<file path="src/rtl/mux4_rr_arbiter.sv">
`default_nettype none
// ============================================================================
// Module   : mux4_rr_arbiter
// Brief    : Four-way round-robin arbiter driving the shared 4:1 mux select.
//            Optional hold limit enabled by macro MUX4_ARB_HOLD_LIMIT_EN.
// Revision : 1.0 - initial release
// ============================================================================
module mux4_rr_arbiter #(
  parameter int HOLD_MAX = 8
) (
  input  logic       clk_i,
  input  logic       rst_ni,
  input  logic [3:0] req_i,
  output logic [3:0] gnt_o,
  output logic [1:0] sel_o,
  output logic       busy_o
);

  typedef enum logic [0:0] {
    S_IDLE  = 1'b0,
    S_GRANT = 1'b1
  } state_t;

  state_t     r_state;
  logic [1:0] r_last_owner;
  logic       w_winner_found;
  logic [1:0] w_winner;
  logic [1:0] w_idx;

  generate
    if (HOLD_MAX < 2 || HOLD_MAX > 256) begin : g_hold_max_check
      $error("mux4_rr_arbiter: HOLD_MAX out of range 2..256");
    end
  endgenerate

  // In GRANT the owner equals r_last_owner, so one search from
  // r_last_owner+1 serves both the idle pick and the handover pick.
  always_comb begin
    w_winner_found = 1'b0;
    w_winner       = 2'd0;
    w_idx          = 2'd0;
    for (int i = 0; i < 4; i++) begin
      w_idx = r_last_owner + 2'(i + 1);
      if (!w_winner_found && req_i[w_idx]) begin
        w_winner_found = 1'b1;
        w_winner       = w_idx;
      end
    end
  end

`ifdef MUX4_ARB_HOLD_LIMIT_EN
  localparam int               CW          = (HOLD_MAX > 2) ? $clog2(HOLD_MAX) : 1;
  localparam logic [CW-1:0]    C_HOLD_LAST = CW'(HOLD_MAX - 1);
  logic [CW-1:0] r_hold_cnt;
  logic          w_contend;

  assign w_contend = |(req_i & ~gnt_o);
`endif

  always_ff @(posedge clk_i) begin
    if (!rst_ni) begin
      r_state      <= S_IDLE;
      r_last_owner <= 2'd3;
      gnt_o        <= 4'b0000;
      sel_o        <= 2'd0;
      busy_o       <= 1'b0;
`ifdef MUX4_ARB_HOLD_LIMIT_EN
      r_hold_cnt   <= '0;
`endif
    end else begin
      case (r_state)
        S_IDLE: begin
          if (w_winner_found) begin
            r_state      <= S_GRANT;
            r_last_owner <= w_winner;
            gnt_o        <= 4'b0001 << w_winner;
            sel_o        <= w_winner;
            busy_o       <= 1'b1;
`ifdef MUX4_ARB_HOLD_LIMIT_EN
            r_hold_cnt   <= '0;
`endif
          end
        end
        S_GRANT: begin
          if (!req_i[r_last_owner]) begin
            if (w_winner_found) begin
              r_last_owner <= w_winner;
              gnt_o        <= 4'b0001 << w_winner;
              sel_o        <= w_winner;
`ifdef MUX4_ARB_HOLD_LIMIT_EN
              r_hold_cnt   <= '0;
`endif
            end else begin
              r_state <= S_IDLE;
              gnt_o   <= 4'b0000;
              busy_o  <= 1'b0;
            end
          end
`ifdef MUX4_ARB_HOLD_LIMIT_EN
          // Owner still requesting: rotate only once the hold budget is spent.
          else if (r_hold_cnt == C_HOLD_LAST && w_contend) begin
            r_last_owner <= w_winner;
            gnt_o        <= 4'b0001 << w_winner;
            sel_o        <= w_winner;
            r_hold_cnt   <= '0;
          end else if (r_hold_cnt != C_HOLD_LAST) begin
            r_hold_cnt <= r_hold_cnt + 1'b1;
          end
`endif
        end
        default: begin
          r_state <= S_IDLE;
          gnt_o   <= 4'b0000;
          busy_o  <= 1'b0;
        end
      endcase
    end
  end

endmodule
`default_nettype wire

</file>
<file path="config.mk">
export PLATFORM = sky130hd
export DESIGN_NAME = mux4_rr_arbiter
export DESIGN_NICKNAME = d
export VERILOG_FILES = /design/src/rtl/mux4_rr_arbiter.sv
export SDC_FILE = /design/constraint.sdc
export NUM_CORES = 1
export LEC_CHECK = 0
export BUFFER_PORTS_ARGS = -buffer_cell sky130_fd_sc_hd__buf_4
export CAP_MARGIN = 40
export CORE_AREA = 3 3 40 42
export CTS_CLUSTER_DIAMETER = 50
export DETAILED_ROUTE_END_ITERATION = 10
export DIE_AREA = 0 0 43 45
export GPL_TIMING_DRIVEN = 1
export PLACE_DENSITY = 0.76
export SLEW_MARGIN = 20
export SYNTH_ARGS = -nofsm -noshare
export SYNTH_HDL_FRONTEND = slang
export SYNTH_SLANG_ARGS = --single-unit
export TNS_END_PERCENT = 100
</file>
<file path="constraint.sdc">
create_clock -name clk_i -period 2.6 [get_ports clk_i]
set_input_delay 0.39 -clock clk_i [delete_from_list [all_inputs] [get_ports clk_i]]
set_output_delay 0.39 -clock clk_i [all_outputs]
set_load 0.02 [all_outputs]
</file>
==> Yosys cells after proc, flatten, opt, wreduce, memory -nomap -nowiden <==
Cells that the tools add are included.
{ "totals": {"ff_bits": 10, "input_bits": 6, "output_inout_bits": 7, "word_cells": 58} }
{ "op_classes": {"addsub": 3, "n_lt_le_gt_ge": 4, "n_eq_ne": 3, "shifts": 1, "n_mux": 33, "n_bitwise": 1, "reduce_logical": 8} }
{ "ops": {"columns": ["cell", "count"], "rows": [
  ["$mux 2", 8],
  ["$mux 1", 13],
  ["$lt 2x3->1 const B", 4],
  ["$mux 4", 3],
  ["$bmux 1 s2", 4],
  ["$pmux 2 s2", 2],
  ["$pmux 4 s2", 1],
  ["$ne 2x2->1 const B", 3],
  ["$add 2x2->2 const B", 2],
  ["$pmux 1 s2", 2],
  ["$shl 1x2->4 const A", 1],
  ["$logic_and 1x1->1", 3],
  ["$logic_not 1->1", 3],
  ["$reduce_and 3->1", 1],
  ["$add 2x1->2 const B", 1],
  ["$reduce_and 2->1", 1],
  ["$not 1->1", 1]
]} }

==> Longest topological paths before layout <==
{ "depth": {"ltp_word": 17, "depth_mapped": 5, "mapped_depth_nobuf": 4} }

==> Worst setup path after synthesis <==
No wires, ideal clock.
{ "synth_path": {"path_kind": "input -> register", "from": "in req_i[3]", "to": "reg sel_o[1]", "arrival_time_ns": 1.915, "required_ns": 2.534, "slack_ns": 0.619, "stages": 5, "path_buffers": 1, "cell_sequence": "buf_6 mux4_2 mux2_4 or4_4 a21boi_2"} }
{ "synth_between": {"elab_chain_cells": 15, "word_cells_on_any_way": 26, "cone_classes": "1 x eq/ne; 19 x mux; 6 x reduce/logical"} }
{ "synth_lines": {"columns": ["item", "line", "text"], "rows": [
  ["from (decl)", "13", "input logic [3:0] req_i,"],
  ["$bmux 1 s2", "44", "if (!w_winner_found && req_i[w_idx]) begin"],
  ["$mux 1 (implied by the code)", "44", null],
  ["$mux 1", "44", null],
  ["$logic_not 1->1", "44", null],
  ["$logic_and 1x1->1", "44", null],
  ["$mux 1", "44", null],
  ["$logic_not 1->1", "44", null],
  ["$logic_and 1x1->1", "44", null],
  ["$mux 1", "44", null],
  ["$logic_not 1->1", "44", null],
  ["$logic_and 1x1->1", "44", null],
  ["$mux 2 / $mux 1 (equally long branches)", "44", null],
  ["$mux 2", "73, 86", null],
  ["$mux 2", "85", "if (!req_i[r_last_owner]) begin"],
  ["$pmux 2 s2", "71", "case (r_state)"],
  ["to (signal assigned)", "77", "sel_o <= w_winner;"],
  ["to (signal assigned)", "89", "sel_o <= w_winner;"],
  ["to (decl)", "15", "output logic [1:0] sel_o,"]
]} }
Several ways; a longest one is shown, not always the timed one. The select of a mux whose other input is x is not followed.
A chain may end at the register's enable or synchronous reset.

==> Worst setup path after layout <==
{ "layout_path": {"from": "reg r_last_owner[0]", "to": "reg sel_o[1]"} }
{ "layout_between": {"elab_chain_cells": 16, "word_cells_on_any_way": 29, "cone_classes": "3 x add/sub; 1 x eq/ne; 19 x mux; 6 x reduce/logical"} }
{ "layout_lines": {"columns": ["item", "line", "text"], "rows": [
  ["from (decl)", "25", "logic [1:0] r_last_owner;"],
  ["from (signal assigned)", "75", "r_last_owner <= w_winner;"],
  ["from (signal assigned)", "87", "r_last_owner <= w_winner;"],
  ["$add 2x1->2", "43", "w_idx = r_last_owner + 2'(i + 1);"],
  ["$bmux 1 s2", "44", null],
  ["$mux 1 (implied by the code)", "44", null],
  ["$mux 1", "44", null],
  ["$logic_not 1->1", "44", null],
  ["$logic_and 1x1->1", "44", null],
  ["$mux 1", "44", null],
  ["$logic_not 1->1", "44", null],
  ["$logic_and 1x1->1", "44", null],
  ["$mux 1", "44", null],
  ["$logic_not 1->1", "44", null],
  ["$logic_and 1x1->1", "44", null],
  ["$mux 2 / $mux 1 (equally long branches)", "44", null],
  ["$mux 2", "73, 86", null],
  ["$mux 2", "85", null],
  ["$pmux 2 s2", "71", null]
]} }
Several ways; a longest one is shown, not always the timed one. The select of a mux whose other input is x is not followed.

==> impl_summary.log <==
[metrics] result of the run: finished clean
[metrics] detailed-route vias per instance: 5.67
[metrics] layout cell share with drive strength beyond 1: 27.8%
[metrics] critical path required time: 2.81 ns
[metrics] final setup margin: 0.548 ns
[metrics] total of max-cap violations: 0
[metrics] endpoint of the most critical setup path: sel_o[1]
[metrics] routed length per instance: 12.5 um
[metrics] path depth of the worst reg2reg path: 4
[metrics] Netlist cell types: 25
[metrics] worst-margin pin slew: 0.423 ns
[metrics] antenna violations before repair: 0
[metrics] achievable clock frequency: 487 MHz
[metrics] final hold violations: 0
[metrics] wire length of the first global-routing pass: 1990 um
[metrics] weighted congestion reported at the end of routability-driven placement: 0.861
[metrics] portion of the post-synthesis area used by sequential elements: 35.2%
[metrics] worst slack at placement: 0.532 ns
[metrics] Worst Path Max Fanout: 9
[metrics] met3 wire length: 88 um
[metrics] hold-fix buffer count after cts: 0
[metrics] floorplan die height: 45 um
[metrics] antenna violation net count after detailed routing: 0
[metrics] Die Area: 1940 um^2
[metrics] global route overflow: 0
[metrics] post-cts sizing count: 0
[metrics] area of the core: 1280 um^2
[metrics] RR Endpoint: sel_o[1]
[metrics] gate count of the mapped netlist: 67
[metrics] multiplexer share of the synthesized area: 6.59%
[metrics] post-layout instance count excluding filler cells: 94
[metrics] highest routed metal layer: met4
[metrics] total number of vias: 533
[metrics] final worst hold slack: 0.389 ns
[metrics] Worst Setup SP: r_last_owner[0]
[metrics] most common cell after layout, fill and taps aside: buf_4
[metrics] IR drop worst, VDD: 378 uV
[metrics] total power draw: 0.440 mW
[metrics] Cell Pwr Density: 647 nW/um^2
[metrics] initial DRC count: 9
[metrics] count of yosys warnings during synthesis: 0
[metrics] GR Util All Layers: 13.9%
[metrics] number of clock sinks: 10
[metrics] endpoint kind of the worst setup timing path: register
[metrics] highest-count cells in the layout ignoring fill and taps: buf_4 (13), dfxtp_1 (10), o21ai_0 (8), nor2_1 (8), nand3_1 (6)
[metrics] Crit path depth: 4
[metrics] total of flip-flops plus latches after synthesis: 10
[metrics] Avg Cell Area, Syn: 8.50 um^2
[metrics] critical path's top delay family: multiplexers
[metrics] number of antenna cells inserted: 0
[metrics] via count of the first global-routing pass: 476
[metrics] Slew Limit Headroom: 71.8%
[metrics] total placed cells including tap cells: 90
[metrics] Clock Path Buffers: 2
[metrics] clock insertion delay at the later pin of the skew report: 0.26 ns
[metrics] Crit path largest cell delay: 0.57 ns
[metrics] Site Rows: 13
[metrics] DRC violations left: 0
[metrics] input/output buffers: 12
[metrics] detailed route wirelength on metal2: 545 um
[metrics] layout overhead on the synthesized area: 19.6%
[metrics] final worst-path cycle share: 78.9%
[metrics] clock root cell: clkbuf_4
[metrics] setup repair after global routing missed its margin: no
[metrics] net count of the mapped netlist: 73
[metrics] pins over their slew limit: 0
[metrics] combinational family with the most area after synthesis: simple AND/OR/NAND/NOR gates
[metrics] postcts setup bufs: 0
[metrics] cells traversed along the worst timing path: mux4_2, mux2_4, or4_4, a21boi_2
[metrics] number of H-tree levels: 1
[metrics] horizontal extent of the die: 43 um
[metrics] detailed-placement wirelength estimate: 851 um
[metrics] total wirelength of the detailed-routed design: 1170 um
[metrics] Tightest Hold Check Type: input port to register
[metrics] XOR/XNOR share of the synthesized area: 0%
[metrics] TritonCTS clock tree: done
[metrics] effective utilization at floorplan: 44.3%
[metrics] net total in the final layout: 86
[metrics] Arrival @ worst endpoint: 2.26 ns
[metrics] CP Launch Type: register
[metrics] sum of negative setup slack: 0 ns
[metrics] area of the mapped netlist: 569 um^2
[metrics] first-pass detailed-route iteration total: 4
[metrics] number of clock buffers inserted by TritonCTS: 3
[metrics] fill count: 129
[metrics] Register-to-Register Setup Slack: 0.55 ns
[metrics] Adder-Cell Fraction of Synth Area: 0%
[metrics] critical path's slowest cell: mux4_2
[metrics] Worst Path Buf+Inv: 0
[metrics] reported leakage power: 0.275 nW
[metrics] maximum number of pins on one net before global-route repair: 15
[metrics] worst flop-to-flop path startpoint: r_last_owner[0]
[metrics] Synth Area in Simple Gates: 26.8%
[metrics] count of final setup violators: 0
[metrics] maximum clock skew at final layout: 0.00325 ns
[metrics] met1 wire length: 531 um
[metrics] # IOs: 13
[metrics] Compound-Gate Fraction of Synth Area: 23.5%
[metrics] clock-pin transition on the worst setup and hold timing paths: 0.07 ns
[metrics] Crit Path Class: register to register
[metrics] start point of the worst hold path: rst_ni
[metrics] Tmin final: 2.05 ns
power by group:
group	total, mW	switching, mW	internal (mW)	leakage [nW]
Combinational	0.113	0.0578	0.0556	0.171
Clock	0.138	0.0525	0.0850	0.0210
Sequential	0.189	0.0192	0.170	0.0828
Total	0.440	0.130	0.311	0.275
cells by family after synthesis:
group,count (synthesis)
buffers and inverters,6
AND/OR/NAND/NOR,29
AO/OA/AOI/OAI,20
multiplexers,2
flip-flops,10
Yosys cell counts:
master | instances | area (um^2)
o2111ai_1 | 2 | 17.5
nand2_1 | 2 | 7.51
nor3b_1 | 1 | 7.51
buf_6 | 3 | 33.8
nand2b_1 | 1 | 6.26
o311ai_0 | 1 | 8.76
a221o_1 | 1 | 10.0
a21boi_0 | 1 | 7.51
o21ai_0 | 8 | 40.0
a21o_2 | 1 | 8.76
mux2_4 | 1 | 15.0
o21a_1 | 2 | 15.0
a21oi_1 | 3 | 15.0
a21boi_2 | 1 | 11.3
nor3_1 | 3 | 15.0
or2b_1 | 1 | 7.51
or4_4 | 1 | 11.3
nor2_1 | 8 | 30.0
nand3_1 | 6 | 30.0
clkbuf_1 | 2 | 7.51
nor2b_1 | 4 | 25.0
inv_1 | 1 | 3.75
dfxtp_1 | 10 | 200
mux4_2 | 1 | 22.5
nor4_1 | 2 | 12.5
routing by layer:
metal | GRT usage [%] | vias to the layer above
met1 | 16.0 | 249
met5 | 0 | -
met4 | 6.02 | 0
li1 | - | 267
met2 | 22.8 | 15
met3 | 5.98 | 2
how the worst min path moves through the flow:
| stage | end | slack [ns] | depth (start not counted) |
|---|---|---|---|
| floorplan | sel_o[1] | 0.55 | 2 |
| global placement | gnt_o[1] | 0.46 | 2 |
| detailed placement | gnt_o[2] | 0.46 | 2 |
| CTS | r_last_owner[1] | 0.38 | 2 |
| global route | r_last_owner[1] | 0.39 | 2 |
| finish | r_last_owner[1] | 0.39 | 2 |
registers in the layout (all words and copies together) (netlist names):
| signal | flops |
|---|---|
| gnt_o | 4 |
| r_last_owner | 2 |
| sel_o | 2 |
| busy_o | 1 |
| r_state | 1 |
final cells by class:
cell class / count / area [um^2] / area share, %
clock buffers: 4 / 36.3 / 5.33
well taps: 15 / 18.8 / 2.76
multi-input cells: 51 / 324 / 47.6
inverters: 1 / 3.75 / 0.551
flip-flops and latches: 10 / 200 / 29.4
repair buffers: 13 / 97.6 / 14.3
per-stage QoR:
stage	cell area, um^2	util, %
after floorplan	569	-
after global placement	644	50.1
after detailed placement	644	50.1
after CTS	681	53.0
after global routing	681	53.0
final	681	53.0
(Power assumes the default switching activity.)
